==> src/rtl/vga_timing_gen.sv <==
`default_nettype none
// ============================================================================
//  Module      : vga_timing_gen
//  Description : Parametrised video timing generator. It divides the system
//                clock down to a pixel-enable strobe and keeps col/row
//                counters. It produces registered hsync/vsync/visible and
//                line/frame start strobes, with an optional extra output delay.
//                Optional feature macro: VGA_TIMING_FRAME_CNT_EN (adds the
//                16-bit frame_cnt output).
//  Revision    : 1.0 - initial release
// ============================================================================
module vga_timing_gen #(
  parameter int C_PXL_VISIBLE  = 640,
  parameter int C_PXL_FPORCH   = 16,
  parameter int C_PXL_SYNCH    = 96,
  parameter int C_PXL_TOTAL    = 800,
  parameter int C_LINE_VISIBLE = 480,
  parameter int C_LINE_FPORCH  = 9,
  parameter int C_LINE_SYNCH   = 2,
  parameter int C_LINE_TOTAL   = 520,
  parameter int C_NB_PXLS      = 10,
  parameter int C_NB_LINES     = 10,
  parameter int C_CLK_DIV      = 2,
  parameter int C_HSYNC_ACT    = 0,
  parameter int C_VSYNC_ACT    = 0,
  parameter int C_PIPE_DLY     = 0
) (
  input  logic                  clk,
  input  logic                  rst,
  output logic                  new_pxl,
  output logic [C_NB_PXLS-1:0]  col,
  output logic [C_NB_LINES-1:0] row,
  output logic                  visible,
  output logic                  hsync,
  output logic                  vsync,
  output logic                  line_start,
  output logic                  frame_start
`ifdef VGA_TIMING_FRAME_CNT_EN
  ,
  output logic [15:0]           frame_cnt
`endif
);

  localparam int C_DIV_W = (C_CLK_DIV > 1) ? $clog2(C_CLK_DIV) : 1;
  localparam logic [C_DIV_W-1:0] C_DIV_LAST = C_DIV_W'(C_CLK_DIV - 1);

  localparam logic [C_NB_PXLS-1:0] C_COL_LAST = C_NB_PXLS'(C_PXL_TOTAL - 1);
  localparam logic [C_NB_PXLS-1:0] C_HVIS     = C_NB_PXLS'(C_PXL_VISIBLE);
  localparam logic [C_NB_PXLS-1:0] C_HS_BEG   = C_NB_PXLS'(C_PXL_VISIBLE + C_PXL_FPORCH);
  localparam logic [C_NB_PXLS-1:0] C_HS_END   = C_NB_PXLS'(C_PXL_VISIBLE + C_PXL_FPORCH + C_PXL_SYNCH);

  localparam logic [C_NB_LINES-1:0] C_ROW_LAST = C_NB_LINES'(C_LINE_TOTAL - 1);
  localparam logic [C_NB_LINES-1:0] C_VVIS     = C_NB_LINES'(C_LINE_VISIBLE);
  localparam logic [C_NB_LINES-1:0] C_VS_BEG   = C_NB_LINES'(C_LINE_VISIBLE + C_LINE_FPORCH);
  localparam logic [C_NB_LINES-1:0] C_VS_END   = C_NB_LINES'(C_LINE_VISIBLE + C_LINE_FPORCH + C_LINE_SYNCH);

  localparam logic C_HS_ON = C_HSYNC_ACT[0];
  localparam logic C_VS_ON = C_VSYNC_ACT[0];

  // Decoded output bundle: {visible, hsync, vsync, line_start, frame_start}
  localparam logic [4:0] C_IDLE = {1'b0, ~C_HS_ON, ~C_VS_ON, 2'b00};

  // Parameter sanity checks, reported at elaboration time
  if (C_CLK_DIV < 1) begin : g_chk_div
    $error("vga_timing_gen: C_CLK_DIV must be >= 1");
  end
  if (C_PXL_TOTAL < C_PXL_VISIBLE + C_PXL_FPORCH + C_PXL_SYNCH + 1) begin : g_chk_htot
    $error("vga_timing_gen: C_PXL_TOTAL too small");
  end
  if (C_LINE_TOTAL < C_LINE_VISIBLE + C_LINE_FPORCH + C_LINE_SYNCH + 1) begin : g_chk_vtot
    $error("vga_timing_gen: C_LINE_TOTAL too small");
  end
  if ((2 ** C_NB_PXLS) < C_PXL_TOTAL) begin : g_chk_hw
    $error("vga_timing_gen: C_NB_PXLS too narrow");
  end
  if ((2 ** C_NB_LINES) < C_LINE_TOTAL) begin : g_chk_vw
    $error("vga_timing_gen: C_NB_LINES too narrow");
  end
  if (C_PIPE_DLY < 0 || C_PIPE_DLY > 15) begin : g_chk_pipe
    $error("vga_timing_gen: C_PIPE_DLY must be 0..15");
  end

  logic [C_DIV_W-1:0]    cnt_div_q, cnt_div_d;
  logic [C_NB_PXLS-1:0]  col_q, col_d;
  logic [C_NB_LINES-1:0] row_q, row_d;
  logic [4:0]            dec_q, dec_d;
  logic [4:0]            w_out;
  logic                  w_new_pxl;
  logic                  w_line_cond;
  logic                  w_frame_cond;
  logic                  w_hact, w_vact, w_hs_on, w_vs_on;

  assign w_new_pxl    = (cnt_div_q == C_DIV_LAST);
  assign w_line_cond  = w_new_pxl & (col_q == '0);
  assign w_frame_cond = w_line_cond & (row_q == '0);

  // Next-state for divider and raster counters, plus sync/visible decode
  always_comb begin
    cnt_div_d = (cnt_div_q == C_DIV_LAST) ? '0 : cnt_div_q + 1'b1;
    col_d     = col_q;
    row_d     = row_q;
    if (w_new_pxl) begin
      if (col_q == C_COL_LAST) begin
        col_d = '0;
        row_d = (row_q == C_ROW_LAST) ? '0 : row_q + 1'b1;
      end else begin
        col_d = col_q + 1'b1;
      end
    end
    w_hact  = (col_q < C_HVIS);
    w_vact  = (row_q < C_VVIS);
    w_hs_on = (col_q >= C_HS_BEG) && (col_q < C_HS_END);
    w_vs_on = (row_q >= C_VS_BEG) && (row_q < C_VS_END);
    dec_d   = {w_hact & w_vact,
               (w_hs_on ? C_HS_ON : ~C_HS_ON),
               (w_vs_on ? C_VS_ON : ~C_VS_ON),
               w_line_cond,
               w_frame_cond};
  end

  // Counter and decode registers; reset returns to (0,0) with idle outputs
  always_ff @(posedge clk) begin
    if (rst) begin
      cnt_div_q <= '0;
      col_q     <= '0;
      row_q     <= '0;
      dec_q     <= C_IDLE;
    end else begin
      cnt_div_q <= cnt_div_d;
      col_q     <= col_d;
      row_q     <= row_d;
      dec_q     <= dec_d;
    end
  end

  // Optional alignment delay; shifts every clk so latency is in clk, not pixels
  if (C_PIPE_DLY == 0) begin : g_nodly
    assign w_out = dec_q;
  end else begin : g_dly
    logic [4:0] pipe_q [C_PIPE_DLY];

    // Shift register flushed to idle values on reset
    always_ff @(posedge clk) begin
      if (rst) begin
        for (int i = 0; i < C_PIPE_DLY; i++) pipe_q[i] <= C_IDLE;
      end else begin
        pipe_q[0] <= dec_q;
        for (int i = 1; i < C_PIPE_DLY; i++) pipe_q[i] <= pipe_q[i-1];
      end
    end

    assign w_out = pipe_q[C_PIPE_DLY-1];
  end

  assign new_pxl     = w_new_pxl;
  assign col         = col_q;
  assign row         = row_q;
  assign visible     = w_out[4];
  assign hsync       = w_out[3];
  assign vsync       = w_out[2];
  assign line_start  = w_out[1];
  assign frame_start = w_out[0];

`ifdef VGA_TIMING_FRAME_CNT_EN
  logic [15:0] frame_cnt_q, frame_cnt_d;

  // Counts frames on the undelayed frame-start condition, wrapping at 16 bits
  always_comb begin
    frame_cnt_d = frame_cnt_q + {15'd0, w_frame_cond};
  end

  // Frame counter register
  always_ff @(posedge clk) begin
    if (rst) frame_cnt_q <= '0;
    else     frame_cnt_q <= frame_cnt_d;
  end

  assign frame_cnt = frame_cnt_q;
`else
  // No frame counter in this build
`endif

endmodule
`default_nettype wire

==> config.mk <==
export PLATFORM = sky130hd
export DESIGN_NAME = vga_timing_gen
export DESIGN_NICKNAME = d
export VERILOG_FILES = /design/src/rtl/vga_timing_gen.sv
export SDC_FILE = /design/constraint.sdc
export NUM_CORES = 1
export LEC_CHECK = 0
export ABC_AREA = 1
export ABC_CLOCK_PERIOD_IN_PS = 4540
export CAP_MARGIN = 20
export CORE_MARGIN = 2
export CORE_UTILIZATION = 54
export CTS_CLUSTER_SIZE = 20
export DETAILED_ROUTE_END_ITERATION = 16
export PLACE_DENSITY = 0.87
export SLEW_MARGIN = 25
export SYNTH_ARGS = -nofsm -noshare
export SYNTH_HDL_FRONTEND = slang
export SYNTH_SLANG_ARGS = --single-unit
export TNS_END_PERCENT = 50
==> constraint.sdc <==
create_clock -name clk -period 4.54 [get_ports clk]
set_clock_uncertainty 0.15 [all_clocks]
set_input_delay 1.135 -clock clk [delete_from_list [all_inputs] [get_ports clk]]
set_output_delay 1.135 -clock clk [all_outputs]
set_load 0.02 [all_outputs]
After elaboration in Yosys (flattened, before gate mapping)
Cells that the tools add are included.
Operators by class
  $add $sub $neg: 3
  $lt $le $gt $ge: 6
  eq/ne operators: 2
  muxes and demuxes: 4
  bitwise operators: 3
  reductions and logical operators: 6
Operator list (count)
  $add 10x1->10 const B: 2
  $eq 10x10->1 const B: 2
  $logic_not 10->1: 2
  $lt 10x10->1 const B: 2
  $lt 10x9->1 const B: 2
  $mux 10: 2
  $ge 10x10->1 const B: 1
  $ge 10x9->1 const B: 1
  $and 1x1->1: 3
  $logic_and 1x1->1: 2
  $mux 1: 2
  $reduce_and 2->1: 1
  $reduce_or 2->1: 1
  $add 1x1->1 const B: 1
Word-level totals
  flip-flop bits (word level): 26
  bits of input ports: 2
  output and inout bits: 26
  logic and storage cells: 28

Logic depth before layout (Yosys ltp)
Gate-level depths: netlist (run 1).
  depth in word-level cells: 3
  mapped depth: 9
  gate-level depth less buffers: 9

Least setup slack after synthesis (run 1)
No wires, ideal clock.
  path type: input to register
  start: in rst
  end: reg col_q[1] (netlist: col[1])
  setup time: 0.121 ns
  arrival: 1.580 ns
  data required time: 4.269 ns
  slack: 2.689 ns
  cell stages on the path: 4
  path buffers: 1
  cell sequence: clkbuf_1 > nor2_1 > nand2_1 > o21ai_0
RTL lines
  start: declaration: line 29  | input logic rst,
  end signal: assignment: line 130  | col_q <= col_d;
  end: declaration: line 84  | logic [C_NB_PXLS-1:0] col_q, col_d;

Final worst setup path (run 1)
  start: reg cnt_div_q (netlist: new_pxl)
  end: out new_pxl
RTL lines
  start: declaration: line 83  | logic [C_DIV_W-1:0] cnt_div_q, cnt_div_d;
  start signal: assignment: line 129  | cnt_div_q <= cnt_div_d;
  end: declaration: line 30  | output logic new_pxl,
No word-level cell between the ends.

==> results.md, run 1 <==
## Layout
* **area growth from synthesis to layout** 23.73%
* **FILL cells** 220
* **FF+latch area** 520.5 um2
* **share of post-route cells with drive strength above 1** 0.07589
* **leading cell types in the layout, fill and taps excluded** 46 x sky130_fd_sc_hd__nand2_1, 34 x sky130_fd_sc_hd__nor2_1, 27 x sky130_fd_sc_hd__clkdlybuf4s50_1, 26 x sky130_fd_sc_hd__dfxtp_1, 21 x sky130_fd_sc_hd__inv_1
* **commonest non-fill, non-tap cell in the layout** sky130_fd_sc_hd__nand2_1
* **diodes inserted** 0
* **final net count** 233
* **cell area after layout** 0.001703 mm2
* **multi-input gate area in the final layout** 765.7 um2

## Die
* **core box area** 0.002455 mm2
* **boundary pin count** 28
* **number of rows in the core area** 18
* **initial standard-cell utilization of the core** 0.5607
* **vertical extent of the die** 54.49 um
* **die outline area** 0.002969 mm2
* **overall die width** 54.49 um

## GRT
* **wire length of the first global-routing pass** 4.961 mm
* **antenna violations before repair** 0
* **vias in the first global route** 1154
* **global-route usage over all layers** 0.2343
* **total overflow reported by the global router** 0
* **largest net degree at the start of global routing** 14

## Timing
* **remaining max-slew budget at the tightest pin** 0.7153
* **number of slew-limit violations in the final report** 0
* **Least-Margin Pin Slew** 0.4258 ns
* **final hold vios** 0
* **clock period minus final worst setup slack** 2.757 ns
* **highest clock frequency the design can meet** 362.7 MHz
* **endpoints failing setup** 0
* **setup repair after global routing missed its margin** no
* **crit share post-route** 0.6074
* **setup_tns** 0 ns

## Worst setup path
* **capturing element type of the critical path** output port
* **crit path buf inv count** 1
* **Worst Path Required** 3.25 ns
* **worst setup path class** register to output port
* **cell-by-cell listing of the critical path** clkdlybuf4s50_1
* **sort of element at the start of the critical path** register
* **Max FO, Critical Path** 8
* **Largest stage delay, worst path** 0.66 ns
* **arrival time reported for the critical path endpoint** 1.47 ns
* **Critical Path Slowest Stage Cell** sky130_fd_sc_hd__clkdlybuf4s50_1
* **Top delay family on crit path** buffers and inverters

## Min path
* **worst hold path class** register to register

## Drt
* **final antenna-violating net count** 0
* **post-detailed-route wirelength per cell** 12.22 um
* **violation count after the first detailed-route iteration** 48
* **met2 routed WL** 1.538 mm
* **wire length on met3** 161 um
* **DRC violation count after routing** 0
* **1st-pass router iterations** 4
* **wire length on met1** 1.351 mm
* **via density per instance** 5.398
* **uppermost metal layer occupied by signal nets** met4
* **routed wire length** 3.104 mm
* **DR vias** 1371

## Clocking
* **number of hold buffers added after CTS** 0
* **# H-tree levels** 1
* **clock sinks** 26
* **number of buffers on the longest clock path** 2
* **cells resized by post-CTS repair** 0
* **library cell used as clock root buffer** sky130_fd_sc_hd__clkbuf_4
* **clock tree from TritonCTS** yes
* **clock latency reported for the late side of the worst-skew pair** 0.31 ns
* **count of buffers added by post-CTS timing repair for setup** 0
* **clock-pin slew of the registers on the worst-case setup and hold paths** 0.13 ns
* **CTS Buf Count** 3

## Synth
* **number of synthesis warnings** 0
* **sequential cell area fraction in the yosys report** 0.3782
* **number of distinct library cell variants in the gate-level netlist after synthesis** 27
* **cells after synthesis** 195
* **post-synthesis register bit count** 26
* **synthesized area per cell** 7.058 um2
* **synthesized net count** 202
* **combined area of all synthesized cells** 0.001376 mm2

## Placed design
* **count of input and output buffers** 27
* **gp weighted congestion** 0.8676
* **final HPWL from detailed placement** 2.383 mm
* **placed instance area** 0.001680 mm2

## Status
* **result of the run** complete, no violations

## Power and ir drop
* **Power, Total** 0.0003547 W
* **total leakage power** 0.6866 nW
* **worst vdd ir** 0.2226 mV
* **PwrDens** 208.3 mW/mm2

## Job
* **Max Cap Viol** 0

## flip-flops by register name, indices dropped and copies added, names as in the netlist
| name | cells |
|---|---|
| new_pxl | 1 |
| col | 10 |
| dec_q | 5 |
| row | 10 |
## cells in the mapped netlist
cell type	instances	area [um2]
sky130_fd_sc_hd__nand3_2	1	10.01
sky130_fd_sc_hd__nor2_4	1	11.26
sky130_fd_sc_hd__nand3b_1	2	15.01
sky130_fd_sc_hd__nand2_2	3	18.77
sky130_fd_sc_hd__inv_2	2	7.510
sky130_fd_sc_hd__nand2_1	46	172.7
sky130_fd_sc_hd__xor2_1	3	26.28
sky130_fd_sc_hd__dfxtp_1	26	520.5
sky130_fd_sc_hd__clkbuf_1	1	3.750
sky130_fd_sc_hd__o2111ai_1	1	8.760
sky130_fd_sc_hd__nand4_1	7	43.79
sky130_fd_sc_hd__o21bai_2	3	33.78
sky130_fd_sc_hd__a21boi_0	1	7.510
sky130_fd_sc_hd__nand3_1	13	65.06
sky130_fd_sc_hd__o22ai_1	1	6.260
sky130_fd_sc_hd__nor3_4	1	16.27
sky130_fd_sc_hd__ha_1	5	62.56
sky130_fd_sc_hd__a21oi_1	7	35.03
sky130_fd_sc_hd__nand3_4	1	17.52
sky130_fd_sc_hd__nor2_1	34	127.6
sky130_fd_sc_hd__o21bai_1	1	7.510
sky130_fd_sc_hd__nor3_1	10	50.05
sky130_fd_sc_hd__or2_2	1	6.260
sky130_fd_sc_hd__nor3b_1	1	7.510
sky130_fd_sc_hd__inv_1	21	78.83
sky130_fd_sc_hd__o21ai_0	1	5.000
sky130_fd_sc_hd__nand2_4	1	11.26
## final timing paths
check | startpoint | endpoint | slack, ns | depth (start not counted)
max reg2reg | col[1] | row[7] | 2.79 | 6
min reg2reg | col[1] | col[1] | 0.39 | 2
min | col[1] | col[1] | 0.39 | 2
max | new_pxl | new_pxl | 1.78 | 1
## final cells by class
cell class	instances	share of cell area
clock buffer	3	0.01323
inverter	23	0.05070
multi-input combinational	145	0.4497
sequential	26	0.3057
tap	30	0.02204
timing repair buffer	27	0.1587
## per-layer routing
layer,up-vias,global-route usage
met3,6,0.03279
met1,626,0.2920
met5,-,0
met2,49,0.4016
met4,0,0.1000
li1,690,-
## power by group
part            total, W  internal, W  leakage, nW  switching (W)
sequential      0.000235     0.000232        0.211     0.00000335
clock          0.0000936    0.0000310       0.0138      0.0000626
combinational  0.0000260    0.0000107        0.462      0.0000153
## through the flow
step / hold slack (ns) / std cells / worst slack [ns] / utilization
after floorplan: 0.4323 / 195 / 2.689 / -
after global placement: 0.3737 / 251 / 1.865 / 0.6845
after detailed placement: 0.3766 / 251 / 1.826 / 0.6845
after CTS: 0.3934 / 254 / 1.779 / 0.6937
after global routing: 0.4213 / 254 / 1.704 / 0.6937
final: 0.3940 / 254 / 1.783 / 0.6937
## cell families after synthesis
kind of cell / after synthesis / synth area share
and+or+nand+nor: 122 / 0.4164
AOI/OAI and AO/OA: 15 / 0.07545
adders and majority gates: 5 / 0.04545
xor gates and xnor gates: 3 / 0.01909
buffers and inverters: 24 / 0.06546
DFF: 26 / 0.3782
No activity file was read; power rests on OpenSTA's default activity.
==> run 2: changes to the inputs <==
--- a/config.mk
+++ b/config.mk
@@ -6,13 +6,13 @@
 export NUM_CORES = 1
 export LEC_CHECK = 0
 export ABC_AREA = 1
-export ABC_CLOCK_PERIOD_IN_PS = 4540
+export ABC_CLOCK_PERIOD_IN_PS = 2300
 export CAP_MARGIN = 20
 export CORE_MARGIN = 2
-export CORE_UTILIZATION = 54
+export CORE_UTILIZATION = 45
 export CTS_CLUSTER_SIZE = 20
 export DETAILED_ROUTE_END_ITERATION = 16
-export PLACE_DENSITY = 0.87
+export PLACE_DENSITY = 0.78
 export SLEW_MARGIN = 25
 export SYNTH_ARGS = -nofsm -noshare
 export SYNTH_HDL_FRONTEND = slang
==> constraint.sdc (replaced) <==
create_clock -name clk -period 2.3 [get_ports clk]
set_clock_uncertainty 0.15 [all_clocks]
set_input_delay 0.575 -clock clk [delete_from_list [all_inputs] [get_ports clk]]
set_output_delay 0.575 -clock clk [all_outputs]
set_load 0.02 [all_outputs]
==> results.md, run 2 (synthesis gave the netlist of run 1 again) <==
## Status
* **result of the run** complete, no violations

## Clocking
* **clock tree from TritonCTS** yes
* **CTS Buf Count** 3
* **# H-tree levels** 1
* **number of buffers on the longest clock path** 2
* **clock sinks** 26
* **number of hold buffers added after CTS** 0
* **cells resized by post-CTS repair** 0
* **count of buffers added by post-CTS timing repair for setup** 0
* **clock-pin slew of the registers on the worst-case setup and hold paths** 0.14 ns
* **clock latency reported for the late side of the worst-skew pair** 0.32 ns
* **library cell used as clock root buffer** sky130_fd_sc_hd__clkbuf_4

## Power and ir drop
* **Power, Total** 0.0007499 W
* **total leakage power** 0.6986 nW
* **worst vdd ir** 0.2883 mV
* **PwrDens** 434.0 mW/mm2

## Layout
* **area growth from synthesis to layout** 25.55%
* **diodes inserted** 0
* **post-layout utilization of the core** 0.5803
* **leading cell types in the layout, fill and taps excluded** 46 x sky130_fd_sc_hd__nand2_1, 34 x sky130_fd_sc_hd__nor2_1, 27 x sky130_fd_sc_hd__clkdlybuf4s50_1, 26 x sky130_fd_sc_hd__dfxtp_1, 21 x sky130_fd_sc_hd__inv_1
* **commonest non-fill, non-tap cell in the layout** sky130_fd_sc_hd__nand2_1
* **share of post-route cells with drive strength above 1** 0.08407
* **Layout Cells excl Fill** 259
* **final net count** 234

## Die
* **number of rows in the core area** 20
* **vertical extent of the die** 59.31 um
* **overall die width** 59.31 um
* **core box area** 0.002978 mm2
* **initial standard-cell utilization of the core** 0.4622
* **boundary pin count** 28
* **die outline area** 0.003517 mm2

## Worst setup path
* **Worst Path Required** 1.57 ns
* **Critical Path Slowest Stage Cell** sky130_fd_sc_hd__clkdlybuf4s50_1
* **sort of element at the start of the critical path** register
* **arrival time reported for the critical path endpoint** 1.48 ns
* **Max FO, Critical Path** 8
* **Largest stage delay, worst path** 0.66 ns
* **crit path buf inv count** 1
* **worst setup path class** register to output port
* **capturing element type of the critical path** output port
* **cell-by-cell listing of the critical path** clkdlybuf4s50_1
* **Top delay family on crit path** buffers and inverters

## Drt
* **via density per instance** 5.189
* **1st-pass router iterations** 4
* **routed wire length** 3.038 mm
* **post-detailed-route wirelength per cell** 11.73 um
* **DR vias** 1344
* **final antenna-violating net count** 0
* **violation count after the first detailed-route iteration** 54
* **DRC violation count after routing** 0

## Timing
* **clock period minus final worst setup slack** 2.203 ns
* **remaining max-slew budget at the tightest pin** 0.7525
* **number of slew-limit violations in the final report** 0
* **setup_tns** 0 ns
* **Hold WS** 0.3994 ns
* **highest clock frequency the design can meet** 453.9 MHz
* **endpoints failing setup** 0
* **final hold vios** 0
* **setup repair after global routing missed its margin** no
* **crit share post-route** 0.9578
* **Least-Margin Pin Slew** 0.3684 ns

## GRT
* **global-route usage over all layers** 0.1917
* **total overflow reported by the global router** 0
* **vias in the first global route** 1185
* **wire length of the first global-routing pass** 5.085 mm
* **largest net degree at the start of global routing** 15
* **antenna violations before repair** 0

## Min path
* **worst hold path class** register to register

## Placed design
* **final HPWL from detailed placement** 2.246 mm
* **number of placed instances, taps included** 255
* **gp weighted congestion** 0.8454
* **count of input and output buffers** 27

## Job
* **Max Cap Viol** 0

==> run 2: changes by cell type in the layout (fill, tap and decap cells not counted) <==
cell | previous run | this run
sky130_fd_sc_hd__buf_4 | 0 | 1
sky130_fd_sc_hd__clkbuf_8 | 0 | 1
==> run 2: path summary, 6_finish.rpt <==
kind | to | slack, ns | cells after the start | start
hold / removal | col[1] | 0.40 | 2 | col[1]
setup reg to reg | row[9] | 0.62 | 8 | col[0]
setup / recovery | row[2] | 0.1 | 1 | row[2]
hold reg to reg | col[1] | 0.40 | 2 | col[1]
==> run 2: per-stage QoR <==
stage                     area (um2)  worst slack (ns)
after floorplan                 1376            0.6520
after global placement          1692            0.4600
after detailed placement        1692            0.4748
after CTS                       1728           0.08567
after global routing            1728           0.01626
final                           1728           0.09711
==> run 2: metal layers <==
| metal | global-route usage | part of all wire | up-vias |
|---|---|---|---|
| met2 | 0.3140 | 0.48 | 31 |
| met1 | 0.2486 | 0.46 | 613 |
| li1 | - | - | 693 |
| met3 | 0.02620 | 0.043 | 7 |
| met4 | 0.08766 | 0.020 | 0 |
| met5 | 0 | 0 | - |
==> run 2: area by class of cell <==
type,instances,area (um2)
clock buffer,4,36.28
fill,292,1250
inverter,23,86.33
multi-input combinational,145,765.7
sequential,26,520.5
tap,33,41.29
timing repair buffer,28,277.8
==> run 2: power by group <==
| part | total (W) | leakage, nW | internal [W] | switching, W |
|---|---|---|---|---|
| Combinational | 0.0000523 | 0.467 | 0.0000222 | 0.0000301 |
| Sequential | 0.000464 | 0.211 | 0.000457 | 0.00000653 |
| Clock | 0.000234 | 0.0210 | 0.0000969 | 0.000137 |
==> run 3: changes to the inputs <==
--- a/config.mk
+++ b/config.mk
@@ -12,6 +12,7 @@
 export CORE_UTILIZATION = 45
 export CTS_CLUSTER_SIZE = 20
 export DETAILED_ROUTE_END_ITERATION = 16
+export GPL_TIMING_DRIVEN = 0
 export PLACE_DENSITY = 0.78
 export SLEW_MARGIN = 25
 export SYNTH_ARGS = -nofsm -noshare
==> results.md, run 3 (synthesis gave the netlist of run 1 again) <==
## Clocking
* **# H-tree levels** 1
* **cells resized by post-CTS repair** 0
* **clock-pin slew of the registers on the worst-case setup and hold paths** 0.14 ns
* **clock sinks** 26
* **count of buffers added by post-CTS timing repair for setup** 0
* **number of hold buffers added after CTS** 0
* **number of buffers on the longest clock path** 2
* **library cell used as clock root buffer** sky130_fd_sc_hd__clkbuf_4
* **clock latency reported for the late side of the worst-skew pair** 0.31 ns
* **clock tree from TritonCTS** yes
* **CTS Buf Count** 3

## Worst setup path
* **sort of element at the start of the critical path** register
* **capturing element type of the critical path** output port
* **reg-to-reg critical path endpoint** row[9]
* **Max FO, Critical Path** 8
* **minimum setup slack among reg-to-reg paths** 0.58 ns
* **Critical Path Slowest Stage Cell** sky130_fd_sc_hd__clkdlybuf4s50_1
* **Largest stage delay, worst path** 0.66 ns
* **worst setup path class** register to output port
* **Top delay family on crit path** buffers and inverters
* **R2R Path Start** col[1]
* **crit path buf inv count** 1
* **cell-by-cell listing of the critical path** clkdlybuf4s50_1
* **number of cells on the worst reg-to-reg path** 8
* **Worst Path Required** 1.57 ns
* **arrival time reported for the critical path endpoint** 1.49 ns

## Power and ir drop
* **switching share of power** 0.2300
* **worst vdd ir** 0.1829 mV
* **total leakage power** 0.6950 nW
* **share of power burned in the clock network** 0.310
* **internal power of the cells** 0.0005755 W
* **PwrDens** 433.5 mW/mm2
* **share of power burned in combinational logic** 0.069
* **Reg power frac** 0.621
* **Switching Power** 0.0001719 W

## Layout
* **Layout Cells excl Fill** 259
* **area growth from synthesis to layout** 25.27%
* **leading cell types in the layout, fill and taps excluded** 46 x sky130_fd_sc_hd__nand2_1, 34 x sky130_fd_sc_hd__nor2_1, 27 x sky130_fd_sc_hd__clkdlybuf4s50_1, 26 x sky130_fd_sc_hd__dfxtp_1, 21 x sky130_fd_sc_hd__inv_1
* **commonest non-fill, non-tap cell in the layout** sky130_fd_sc_hd__nand2_1
* **final net count** 234
* **share of post-route cells with drive strength above 1** 0.07965
* **diodes inserted** 0

## Timing
* **highest clock frequency the design can meet** 452.0 MHz
* **crit share post-route** 0.9618
* **final hold vios** 0
* **Least-Margin Pin Slew** 0.5226 ns
* **PnR worst setup slack** 0.08781 ns
* **setup repair after global routing missed its margin** no
* **clock period minus final worst setup slack** 2.212 ns
* **number of slew-limit violations in the final report** 0
* **endpoints failing setup** 0
* **setup_tns** 0 ns
* **remaining max-slew budget at the tightest pin** 0.6516

## GRT
* **global-route usage over all layers** 0.1838
* **wire length of the first global-routing pass** 5.009 mm
* **vias in the first global route** 1150
* **antenna violations before repair** 0
* **largest net degree at the start of global routing** 15
* **total overflow reported by the global router** 0

## Placed design
* **count of input and output buffers** 27
* **dpl ws** 0.2986 ns
* **final HPWL from detailed placement** 2.218 mm
* **gp weighted congestion** 0.8273
* **number of placed instances, taps included** 255

## Die
* **initial standard-cell utilization of the core** 0.4622
* **number of rows in the core area** 20
* **boundary pin count** 28
* **die outline area** 0.003517 mm2
* **overall die width** 59.31 um
* **vertical extent of the die** 59.31 um
* **core box area** 0.002978 mm2

## Drt
* **via density per instance** 5.197
* **final antenna-violating net count** 0
* **routed wire length** 2.984 mm
* **DRC violation count after routing** 0
* **1st-pass router iterations** 4
* **DR vias** 1346
* **post-detailed-route wirelength per cell** 11.52 um
* **violation count after the first detailed-route iteration** 42

## Job
* **Max Cap Viol** 0

## Status
* **result of the run** complete, no violations

## Min path
* **Hold Path Cell Cnt** 2
* **Hold Crit Endpoint** col[1]
* **worst hold path class** register to register
* **start point of the worst min-delay path** col[1]

## run 3: changes by cell type in the layout (fill, tap and decap cells not counted)
cell,before,now
sky130_fd_sc_hd__buf_4,1,0
sky130_fd_sc_hd__clkbuf_1,0,1
## run 3: metal layers
metal  vias up  global-route usage  wire, um
met5         -                   0         0
met3         2             0.02838       107
met1       622              0.2429      1417
met2        28              0.3014      1432
met4         0             0.06818        27
li1        694                   -         -
## run 3: final cells by class
type                    instances  area [um2]
well taps                      33       41.29
fillers                       285        1254
inverters                      23       86.33
clock buffers                   4       36.28
flip-flops and latches         26       520.5
plain buffers                   1       3.754
multi-input cells             145       765.7
repair buffers                 27       270.3
## run 3: worst max-delay path by stage
stage	start	endpoint	slack (ns)	cells after the start
after floorplan	col[1]	row[3]	0.65	8
after CTS	new_pxl	new_pxl	0.08	1
after detailed placement	rst	col[1]	0.30	5
after global routing	row[4]	row[4]	0.02	1
final	new_pxl	new_pxl	0.09	1
after global placement	rst	col[1]	0.32	5
## run 3: metrics by stage
step | hold slack (ns) | total power [W] | utilization | cell area, um2
after floorplan | 0.4323 | 0.0005034 | - | 1376
after global placement | 0.3707 | 0.0005253 | 0.5668 | 1688
after global routing | 0.4303 | 0.0007779 | 0.5790 | 1724
after detailed placement | 0.3907 | 0.0005254 | 0.5668 | 1688
after CTS | 0.4137 | 0.0007543 | 0.5790 | 1724
final | 0.4056 | 0.0007473 | 0.5790 | 1724
## run 3: power groups by stage
stage	combinational [W]	sequential (W)	clock, W
after CTS	0.0000517	0.000464	0.000238
after global routing	0.0000559	0.000466	0.000256
after floorplan	0.0000217	0.000482	0
after detailed placement	0.0000515	0.000474	0
final	0.0000515	0.000464	0.000232
after global placement	0.0000511	0.000474	0
